### config.mk
export PLATFORM = sky130hd
export DESIGN_NAME = lsu_mem
export DESIGN_NICKNAME = d
export VERILOG_FILES = /design/src/rtl/lsu_mem.sv
export SDC_FILE = /design/constraint.sdc
export NUM_CORES = 1
export LEC_CHECK = 0
export BUFFER_PORTS_ARGS = -buffer_cell sky130_fd_sc_hd__buf_2
export CAP_MARGIN = 20
export CORE_ASPECT_RATIO = 1.4
export CORE_UTILIZATION = 35
export DETAILED_ROUTE_END_ITERATION = 7
export PLACE_DENSITY_LB_ADDON = 0.15
export SKIP_LAST_GASP = 1
export SLEW_MARGIN = 20
export SYNTH_ARGS = -nofsm -noshare
export SYNTH_HDL_FRONTEND = slang
export SYNTH_SLANG_ARGS = --single-unit
export TNS_END_PERCENT = 1
### constraint.sdc
create_clock -name CLK -period 8.1 [get_ports CLK]
set_input_delay 2.43 -clock CLK [delete_from_list [all_inputs] [get_ports CLK]]
set_output_delay 2.43 -clock CLK [all_outputs]
set_load 0.1 [all_outputs]
### src/rtl/lsu_mem.sv
// lsu_mem: memory stage of the pipeline. Issues at most one data-memory
// access at a time, stalls upstream until the memory acknowledges, and
// writes the load/ALU result into the M/W register.
//
// Ports
//   CLK, NRST                   clock, synchronous active-low reset
//   pcM, instM, rdM, resultM,   E/M register contents (resultM is the
//   store_dataM, mem_storeM,    effective address for memory ops)
//   mem_loadM, reg_writeM
//   dmem_req/we/addr/wdata/be   registered data-memory request, held
//                               constant while waiting for dmem_ack
//   dmem_ack, dmem_rdata        memory response
//   pcW, instW, rdW, wb_dataW,  M/W register
//   reg_writeW
//   stall_M                     combinational; freezes all upstream stages
//   misalign_err                one-cycle pulse for a misaligned access
module lsu_mem (
    input  logic        CLK,
    input  logic        NRST,
    input  logic [12:0] pcM,
    input  logic [31:0] instM,
    input  logic [4:0]  rdM,
    input  logic [31:0] resultM,
    input  logic [31:0] store_dataM,
    input  logic [1:0]  mem_storeM,
    input  logic [2:0]  mem_loadM,
    input  logic        reg_writeM,
    output logic        dmem_req,
    output logic        dmem_we,
    output logic [31:0] dmem_addr,
    output logic [31:0] dmem_wdata,
    output logic [3:0]  dmem_be,
    input  logic        dmem_ack,
    input  logic [31:0] dmem_rdata,
    output logic [12:0] pcW,
    output logic [31:0] instW,
    output logic [4:0]  rdW,
    output logic [31:0] wb_dataW,
    output logic        reg_writeW,
    output logic        stall_M,
    output logic        misalign_err
);

    typedef enum logic {S_IDLE, S_WAIT} state_t;

    state_t      state_q, state_d;
    logic        req_q, req_d, we_q, we_d;
    logic [31:0] addr_q, addr_d, wdata_q, wdata_d;
    logic [3:0]  be_q, be_d;
    // fields of the in-flight access
    logic        st_q, st_d;
    logic [2:0]  ld_q, ld_d;
    logic [1:0]  off_q, off_d;
    logic [12:0] lpc_q, lpc_d;
    logic [31:0] linst_q, linst_d;
    logic [4:0]  lrd_q, lrd_d;
    logic        lrw_q, lrw_d;
    // M/W register
    logic [12:0] pcW_q, pcW_d;
    logic [31:0] instW_q, instW_d, wb_q, wb_d;
    logic [4:0]  rdW_q, rdW_d;
    logic        rwW_q, rwW_d, merr_q, merr_d;

    logic        is_store, is_load, access, half_op, word_op, misaligned;
    logic [3:0]  be_new;
    logic [31:0] wdata_new;
    logic [7:0]  ld_byte;
    logic [15:0] ld_half;
    logic [31:0] ld_val;

    // Decode; a store takes priority over a simultaneous load code.
    always_comb begin
        is_store   = (mem_storeM != 2'd0);
        is_load    = (mem_loadM >= 3'd1) && (mem_loadM <= 3'd5);
        access     = is_store || is_load;
        half_op    = is_store ? (mem_storeM == 2'd2)
                              : ((mem_loadM == 3'd2) || (mem_loadM == 3'd5));
        word_op    = is_store ? (mem_storeM == 2'd3) : (mem_loadM == 3'd3);
        misaligned = access && ((half_op && resultM[0]) ||
                                (word_op && (resultM[1:0] != 2'b00)));
    end

    always_comb begin
        be_new    = 4'b1111;
        wdata_new = '0;
        case (mem_storeM)
            2'd1: begin
                be_new    = 4'b0001 << resultM[1:0];
                wdata_new = {4{store_dataM[7:0]}};
            end
            2'd2: begin
                be_new    = resultM[1] ? 4'b1100 : 4'b0011;
                wdata_new = {2{store_dataM[15:0]}};
            end
            2'd3: wdata_new = store_dataM;
            default: ;
        endcase
    end

    always_comb begin
        case (off_q)
            2'd0:    ld_byte = dmem_rdata[7:0];
            2'd1:    ld_byte = dmem_rdata[15:8];
            2'd2:    ld_byte = dmem_rdata[23:16];
            default: ld_byte = dmem_rdata[31:24];
        endcase
        ld_half = off_q[1] ? dmem_rdata[31:16] : dmem_rdata[15:0];
        case (ld_q)
            3'd1:    ld_val = {{24{ld_byte[7]}}, ld_byte};
            3'd2:    ld_val = {{16{ld_half[15]}}, ld_half};
            3'd4:    ld_val = {24'd0, ld_byte};
            3'd5:    ld_val = {16'd0, ld_half};
            default: ld_val = dmem_rdata;
        endcase
    end

    // Any stalled edge loads a bubble, so the W defaults are all zero.
    always_comb begin
        state_d = state_q;
        req_d   = req_q;
        we_d    = we_q;
        addr_d  = addr_q;
        wdata_d = wdata_q;
        be_d    = be_q;
        st_d    = st_q;
        ld_d    = ld_q;
        off_d   = off_q;
        lpc_d   = lpc_q;
        linst_d = linst_q;
        lrd_d   = lrd_q;
        lrw_d   = lrw_q;
        pcW_d   = '0;
        instW_d = '0;
        rdW_d   = '0;
        wb_d    = '0;
        rwW_d   = 1'b0;
        merr_d  = 1'b0;
        stall_M = 1'b0;
        case (state_q)
            S_IDLE: begin
                if (access && !misaligned) begin
                    stall_M = 1'b1;
                    state_d = S_WAIT;
                    req_d   = 1'b1;
                    we_d    = is_store;
                    addr_d  = {resultM[31:2], 2'b00};
                    be_d    = be_new;
                    wdata_d = wdata_new;
                    st_d    = is_store;
                    ld_d    = mem_loadM;
                    off_d   = resultM[1:0];
                    lpc_d   = pcM;
                    linst_d = instM;
                    lrd_d   = rdM;
                    lrw_d   = reg_writeM;
                end else if (misaligned) begin
                    merr_d  = 1'b1;
                    pcW_d   = pcM;
                    instW_d = instM;
                    rdW_d   = rdM;
                end else begin
                    pcW_d   = pcM;
                    instW_d = instM;
                    rdW_d   = rdM;
                    wb_d    = resultM;
                    rwW_d   = reg_writeM;
                end
            end
            default: begin
                if (dmem_ack) begin
                    state_d = S_IDLE;
                    req_d   = 1'b0;
                    we_d    = 1'b0;
                    addr_d  = '0;
                    wdata_d = '0;
                    be_d    = '0;
                    pcW_d   = lpc_q;
                    instW_d = linst_q;
                    rdW_d   = lrd_q;
                    wb_d    = st_q ? 32'd0 : ld_val;
                    rwW_d   = st_q ? 1'b0 : lrw_q;
                end else begin
                    stall_M = 1'b1;
                end
            end
        endcase
    end

    always_ff @(posedge CLK) begin
        if (!NRST) begin
            state_q <= S_IDLE;
            req_q   <= 1'b0;
            we_q    <= 1'b0;
            addr_q  <= '0;
            wdata_q <= '0;
            be_q    <= '0;
            st_q    <= 1'b0;
            ld_q    <= '0;
            off_q   <= '0;
            lpc_q   <= '0;
            linst_q <= '0;
            lrd_q   <= '0;
            lrw_q   <= 1'b0;
            pcW_q   <= '0;
            instW_q <= '0;
            rdW_q   <= '0;
            wb_q    <= '0;
            rwW_q   <= 1'b0;
            merr_q  <= 1'b0;
        end else begin
            state_q <= state_d;
            req_q   <= req_d;
            we_q    <= we_d;
            addr_q  <= addr_d;
            wdata_q <= wdata_d;
            be_q    <= be_d;
            st_q    <= st_d;
            ld_q    <= ld_d;
            off_q   <= off_d;
            lpc_q   <= lpc_d;
            linst_q <= linst_d;
            lrd_q   <= lrd_d;
            lrw_q   <= lrw_d;
            pcW_q   <= pcW_d;
            instW_q <= instW_d;
            rdW_q   <= rdW_d;
            wb_q    <= wb_d;
            rwW_q   <= rwW_d;
            merr_q  <= merr_d;
        end
    end

    assign dmem_req     = req_q;
    assign dmem_we      = we_q;
    assign dmem_addr    = addr_q;
    assign dmem_wdata   = wdata_q;
    assign dmem_be      = be_q;
    assign pcW          = pcW_q;
    assign instW        = instW_q;
    assign rdW          = rdW_q;
    assign wb_dataW     = wb_q;
    assign reg_writeW   = rwW_q;
    assign misalign_err = merr_q;

endmodule

==> impl_metrics.json, run 1 <==
{
  "outcome": "finished, final reports clean",
  "p_leak_nw": 5.201,
  "synthArstFlopShare": 0,
  "initial_core_util": 0.3584,
  "avgRoutedWirePerCell_microns": 17.53,
  "hold_end": "dmem_addr[2]",
  "ctsResizeCount": 0,
  "ir_drop_mv": 0.1604,
  "synth_top_area_frac": 0.4858,
  "placed_area_sq_um": 10370,
  "tritoncts": "done",
  "vias_per_cell": 5.115,
  "clkTransAtPathRegs_ps": 60,
  "critPathLaunchType": "primary input",
  "drt_wl_total_mm": 26.52,
  "overflow": 0,
  "yosys_register_bits": 210,
  "die_area_sq_um": 25370,
  "finalCritPeriodShare": 0.8244,
  "hold_slack_ps": 454.8,
  "syn2layout_area_growth_pct": 29.60,
  "synth_flop_cell": "dfxtp_1",
  "synth_area_sq_um": 8653,
  "first_pass_iters": 5,
  "instances_no_fill": 1513,
  "hold_class": "reg2reg",
  "grt_max_degree": 105,
  "layout.nets": 1346,
  "skew_ps": 19.63,
  "cts_setup_buffers": 0,
  "port_buffers": 307,
  "fin_setup_tns_ps": 0,
  "relSlewSlack": 0.3622,
  "slew_violations": 0,
  "timing.reg2reg.setup_slack_ps": 5400,
  "timing.fmax_mhz": 149.7,
  "boundaryPins": 310,
  "final_common_cell": "buf_2",
  "hold_viol": 0,
  "first_global_vias": 7355,
  "design_area_sq_um": 11210,
  "clock-sinks": 210,
  "clk_latency_ps": 500,
  "arrival_ps": 4250,
  "htree_levels": 1,
  "cts_made_buffers": 22,
  "synthCells": 925,
  "min_period_ps": 6678,
  "crit_type": "in2out",
  "min-delay-start": "dmem_addr[2]",
  "synthTopCellsByArea": "dfxtp_1, mux2i_1, nand2_1, a22o_1, o21ai_0",
  "cap_violations": 0,
  "mostFrequentLayoutCells": "buf_2, nand2_1, dfxtp_1",
  "die_w_microns": 134.9,
  "drcViolationCount": 0,
  "dp.cells": 1473,
  "setup_viol": 0,
  "grt_usage": 0.2022,
  "num_vias": 7739,
  "synth_area_per_cell_sq_um": 9.355,
  "synth_cell_types": 59,
  "cts_root_buf": "clkbuf_16",
  "yosys_warnings": 0,
  "synth_edf_count": 0,
  "drtAntennaViolNets": 0,
  "yosysTopAreaCell": "dfxtp_1",
  "place_hpwl_mm": 18.29,
  "hold_depth": 2,
  "cp-end-kind": "output pin",
  "hold_buffers": 0,
  "crit_fanout": 19,
  "drt-initial-drc-count": 353,
  "rsz0062_at_grt": "false",
  "ff2ff_path_depth": 4,
  "drive_above_1_share": 0.3122,
  "grt_pass1_wl_mm": 40.60,
  "yosysSeqAreaShare": 0.4858,
  "antenna_found_initial": 4,
  "cts.path.max_buffers": 3,
  "rows": 67,
  "cp.required_ps": 5670,
  "power_density_nw_per_um2": 275.3,
  "die_h_microns": 188.0,
  "reg2reg_to": "wb_dataW[13]",
  "gp_congestion": 0.8544,
  "core-area_sq_um": 24140,
  "tightest_slew_ps": 952.1,
  "r2r-start": "ld_q[2]"
}
[worst max-delay path: stages]
cell and delay, ps:
buf_2 110, ha_1 600, o21ai_0 240, a21o_1 290, nand4_1 130, o21ai_0 200, buf_12 230
[power by group]
| part | switching, W | total, W | leakage (nW) | internal [W] |
|---|---|---|---|---|
| clock network | 0.000413 | 0.00116 | 0.409 | 0.000745 |
| logic | 0.000599 | 0.000779 | 3.07 | 0.000180 |
| registers | 0.0000382 | 0.00115 | 1.72 | 0.00111 |
[sequential cells by signal, summed over array words and instances (netlist names)]
signal and count:
dmem_be 4, dmem_we 1, state_q 1, lpc_q 13
dmem_addr 30, rdW 5, instW 32, misalign_err 1
lrw_q 1, lrd_q 5, dmem_req 1, ld_q 3
wb_dataW 32, linst_q 32, pcW 13, reg_writeW 1
dmem_wdata 32, st_q 1, off_q 2
[area by class of cell]
type	count	area [sq um]
multi-input cells	628	4103
clock inverters	8	193.9
fillers	2382	12930
repair buffers	318	1653
diodes	2	5.005
well taps	310	387.9
clock buffers	30	641.9
inverters	7	26.28
flip-flops and latches	210	4204
[worst max path at each step]
stage                              from       to  slack [ps]
after global routing      mem_storeM[0]  stall_M        1330
after floorplan                dmem_ack  stall_M        1140
after CTS                 mem_storeM[0]  stall_M        1460
after global placement    mem_storeM[0]  stall_M        1490
after detailed placement  mem_storeM[0]  stall_M        1470
final                     mem_storeM[0]  stall_M        1420
[synth_stat cells, types with 3 or more instances]
library cell and instances:
or2_2 3, o22ai_1 24, buf_2 23, clkbuf_1 49, or4b_2 6, o21ai_0 48
buf_4 3, buf_6 4, nor3b_1 3, a22oi_1 16, and2_1 8, mux2i_1 115
nand2_1 211, dfxtp_1 210, inv_1 7, a21oi_1 6, a211o_1 8, a222oi_1 8
a22o_1 50, ha_1 4, nor2b_1 4, a221o_1 7, nor2_1 27, nand3_1 24
a32o_1 8, nand2b_1 4, nor3_1 8
[per-layer routing]
metal  GRT usage  part of all wire  up-vias
met5           0           0.00087        -
met4     0.07995             0.034        4
met3     0.04244             0.066       57
met2      0.3483              0.50      285
met1      0.2425              0.40     3602
li1            -                 -     3791
[through the flow]
stage            util  total power (W)  worst slack, ps
2_1_floorplan       -         0.001780             1138
3_3_place_gp   0.4291         0.001952             1495
6_report       0.4645         0.003087             1422
5_1_grt        0.4645         0.003206             1325
3_5_place_dp   0.4295         0.001956             1472
4_1_cts        0.4641         0.003122             1456
[kinds of logic (layout without fill, tap and decap cells)]
| kind of cell | after synthesis | after routing | synth area share |
|---|---|---|---|
| AO/OA/AOI/OAI | 192 | 192 | 0.1651 |
| XOR/XNOR | 1 | 1 | 0.001880 |
| adder cells (fa/ha/maj) | 4 | 4 | 0.005784 |
| buffers and inverters | 88 | 363 | 0.04627 |
| flip-flops | 210 | 210 | 0.4858 |
| multiplexers | 116 | 116 | 0.1356 |
| other | 1 | 4 | 0.0004334 |
| AND/OR/NAND/NOR | 313 | 313 | 0.1591 |
No activity file was read; power rests on OpenSTA's default activity.
==> run 2, diff against run 1 <==
clock period = 6.4 ns   (was 8.1 ns; I/O delays follow)
==> impl_metrics.json, run 2 (synthesis results as in run 1) <==
{
  "initial_core_util": 0.3584,
  "min-delay-start": "lrw_q",
  "slowest_delay_ps": 350,
  "vias_per_cell": 5.123,
  "cap_violations": 0,
  "drt-initial-drc-count": 403,
  "power.internal_w": 0.002385,
  "met1_usage": 0.2464,
  "antenna_found_initial": 1,
  "cts_root_buf": "clkbuf_16",
  "fillers": 2403,
  "slew_violations": 0,
  "boundaryPins": 310,
  "crit_type": "in2out",
  "outcome": "finished, final reports clean",
  "cp-end-kind": "output pin",
  "hold_slack_ps": 452.6,
  "worst-path-buf-inv": 3,
  "crit_top_cell": "o21ai_0",
  "tritoncts": "done",
  "clkTransAtPathRegs_ps": 60,
  "cts_setup_buffers": 0,
  "critPathLaunchType": "primary input",
  "hold_class": "reg2reg",
  "r2r-start": "ld_q[2]",
  "mostFrequentLayoutCells": "buf_2, nand2_1, dfxtp_1",
  "grt_usage": 0.2025,
  "instances_no_fill": 1510,
  "syn2layout_area_growth_pct": 28.18,
  "p_clk_frac": 0.340,
  "num_vias": 7736,
  "overflow": 0,
  "seqPwrFrac": 0.393,
  "die_area_sq_um": 25370,
  "skew_ps": 11.87,
  "drtAntennaViolNets": 0,
  "min_period_ps": 5546,
  "hold_viol": 0,
  "cp.required_ps": 4480,
  "drcViolationCount": 0,
  "place_hpwl_mm": 18.29,
  "hold_buffers": 0,
  "tightest_slew_ps": 944.3,
  "final_common_cell": "buf_2",
  "crit_fanout": 14,
  "die_h_microns": 188.0,
  "timing.fmax_mhz": 180.3,
  "path_cells": "buf_2 > inv_1 > ha_1 > o21ai_0 > a21o_1 > nand4_1 > o21ai_0 > buf_12",
  "power_switching_w": 0.001317,
  "fin_setup_tns_ps": 0,
  "cpLargestDelayFamily": "compound AO/OA/AOI/OAI gates",
  "drive_above_1_share": 0.3108,
  "p_leak_nw": 5.149,
  "grt_util_met3": 0.04190,
  "diodes": 0,
  "core-area_sq_um": 24140,
  "top_usage_layer": "met2",
  "timing.reg2reg.setup_slack_ps": 3690,
  "ir_drop_mv": 0.2205,
  "first_pass_iters": 6,
  "avgRoutedWirePerCell_microns": 17.54,
  "relSlewSlack": 0.3674,
  "rows": 67,
  "cts_made_buffers": 22,
  "die_w_microns": 134.9,
  "power_density_nw_per_um2": 333.7,
  "port_buffers": 307,
  "netSwitchingFraction": 0.3557,
  "grt_pass1_wl_mm": 40.94,
  "setup_viol": 0,
  "ctsResizeCount": 0,
  "arrival_ps": 3630,
  "rsz0062_at_grt": "false",
  "hold_depth": 2,
  "layout.nets": 1348,
  "slowest_stage": "ha_1",
  "first_global_vias": 7500,
  "ff2ff_path_depth": 4,
  "grt_max_degree": 117,
  "cts.path.max_buffers": 3,
  "reg2reg_to": "wb_dataW[13]",
  "htree_levels": 1,
  "clk_latency_ps": 500,
  "combPwrFrac": 0.267,
  "grt_use_met2": 0.3497,
  "drt_wl_total_mm": 26.49,
  "clock-sinks": 210,
  "gp_congestion": 0.8709,
  "finalCritPeriodShare": 0.8665,
  "dp.cells": 1475,
  "hold_end": "lrw_q"
}
==> run 2: cell count changes in the layout (fill, tap and decap cells not counted), sizes merged <==
cell	change
buf	+2
bufinv	-5
clkbuf	+2
diode	-2
==> run 2: how the worst max path moves through the flow <==
stage	start	endpoint	slack (ps)	cells past startpoint
floorplan	dmem_ack	stall_M	460	1
global placement	mem_storeM[0]	stall_M	890	8
detailed placement	mem_storeM[0]	stall_M	870	8
CTS	mem_storeM[0]	stall_M	850	8
global route	mem_storeM[0]	stall_M	660	8
finish	mem_storeM[0]	stall_M	850	8
==> run 2: power by group through the flow <==
stage,combinational [W],sequential [W],clock (W)
5_1_grt,0.00104,0.00147,0.00135
4_1_cts,0.000992,0.00146,0.00130
3_3_place_gp,0.000987,0.00148,0
2_1_floorplan,0.000328,0.00193,0
6_report,0.000987,0.00146,0.00126
3_5_place_dp,0.000990,0.00148,0
==> run 2: metal layers <==
metal,vias to the layer above,part of all wire
met1,3618,0.41
met2,271,0.50
li1,3798,-
met5,-,0.00042
met3,47,0.068
met4,2,0.030
==> run 2: worst min-delay path: cells and delay by family (launching register included) <==
kind,cells,cell delay (ps)
DFF,1,310
muxes,1,50
and+or+nand+nor,1,50
==> run 2: cell type report <==
class,instances,area (sq um),share of cell area
inverters,7,26.28,0.002369
clock buffers,32,659.4,0.05945
flip-flops and latches,210,4204,0.3790
clock inverters,3,43.79,0.003948
well taps,310,387.9,0.03497
multi-input cells,628,4103,0.3699
repair buffers,320,1668,0.1504
==> run 2: through the flow <==
step,area (sq um),utilization,total power (W),worst slack [ps]
detailed placement,10380,0.4297,0.002475,871.8
finish,11090,0.4594,0.003702,854.2
CTS,11080,0.4589,0.003749,854.9
global route,11090,0.4594,0.003859,658.8
global placement,10380,0.4297,0.002470,891.9
floorplan,8657,-,0.002253,457.6
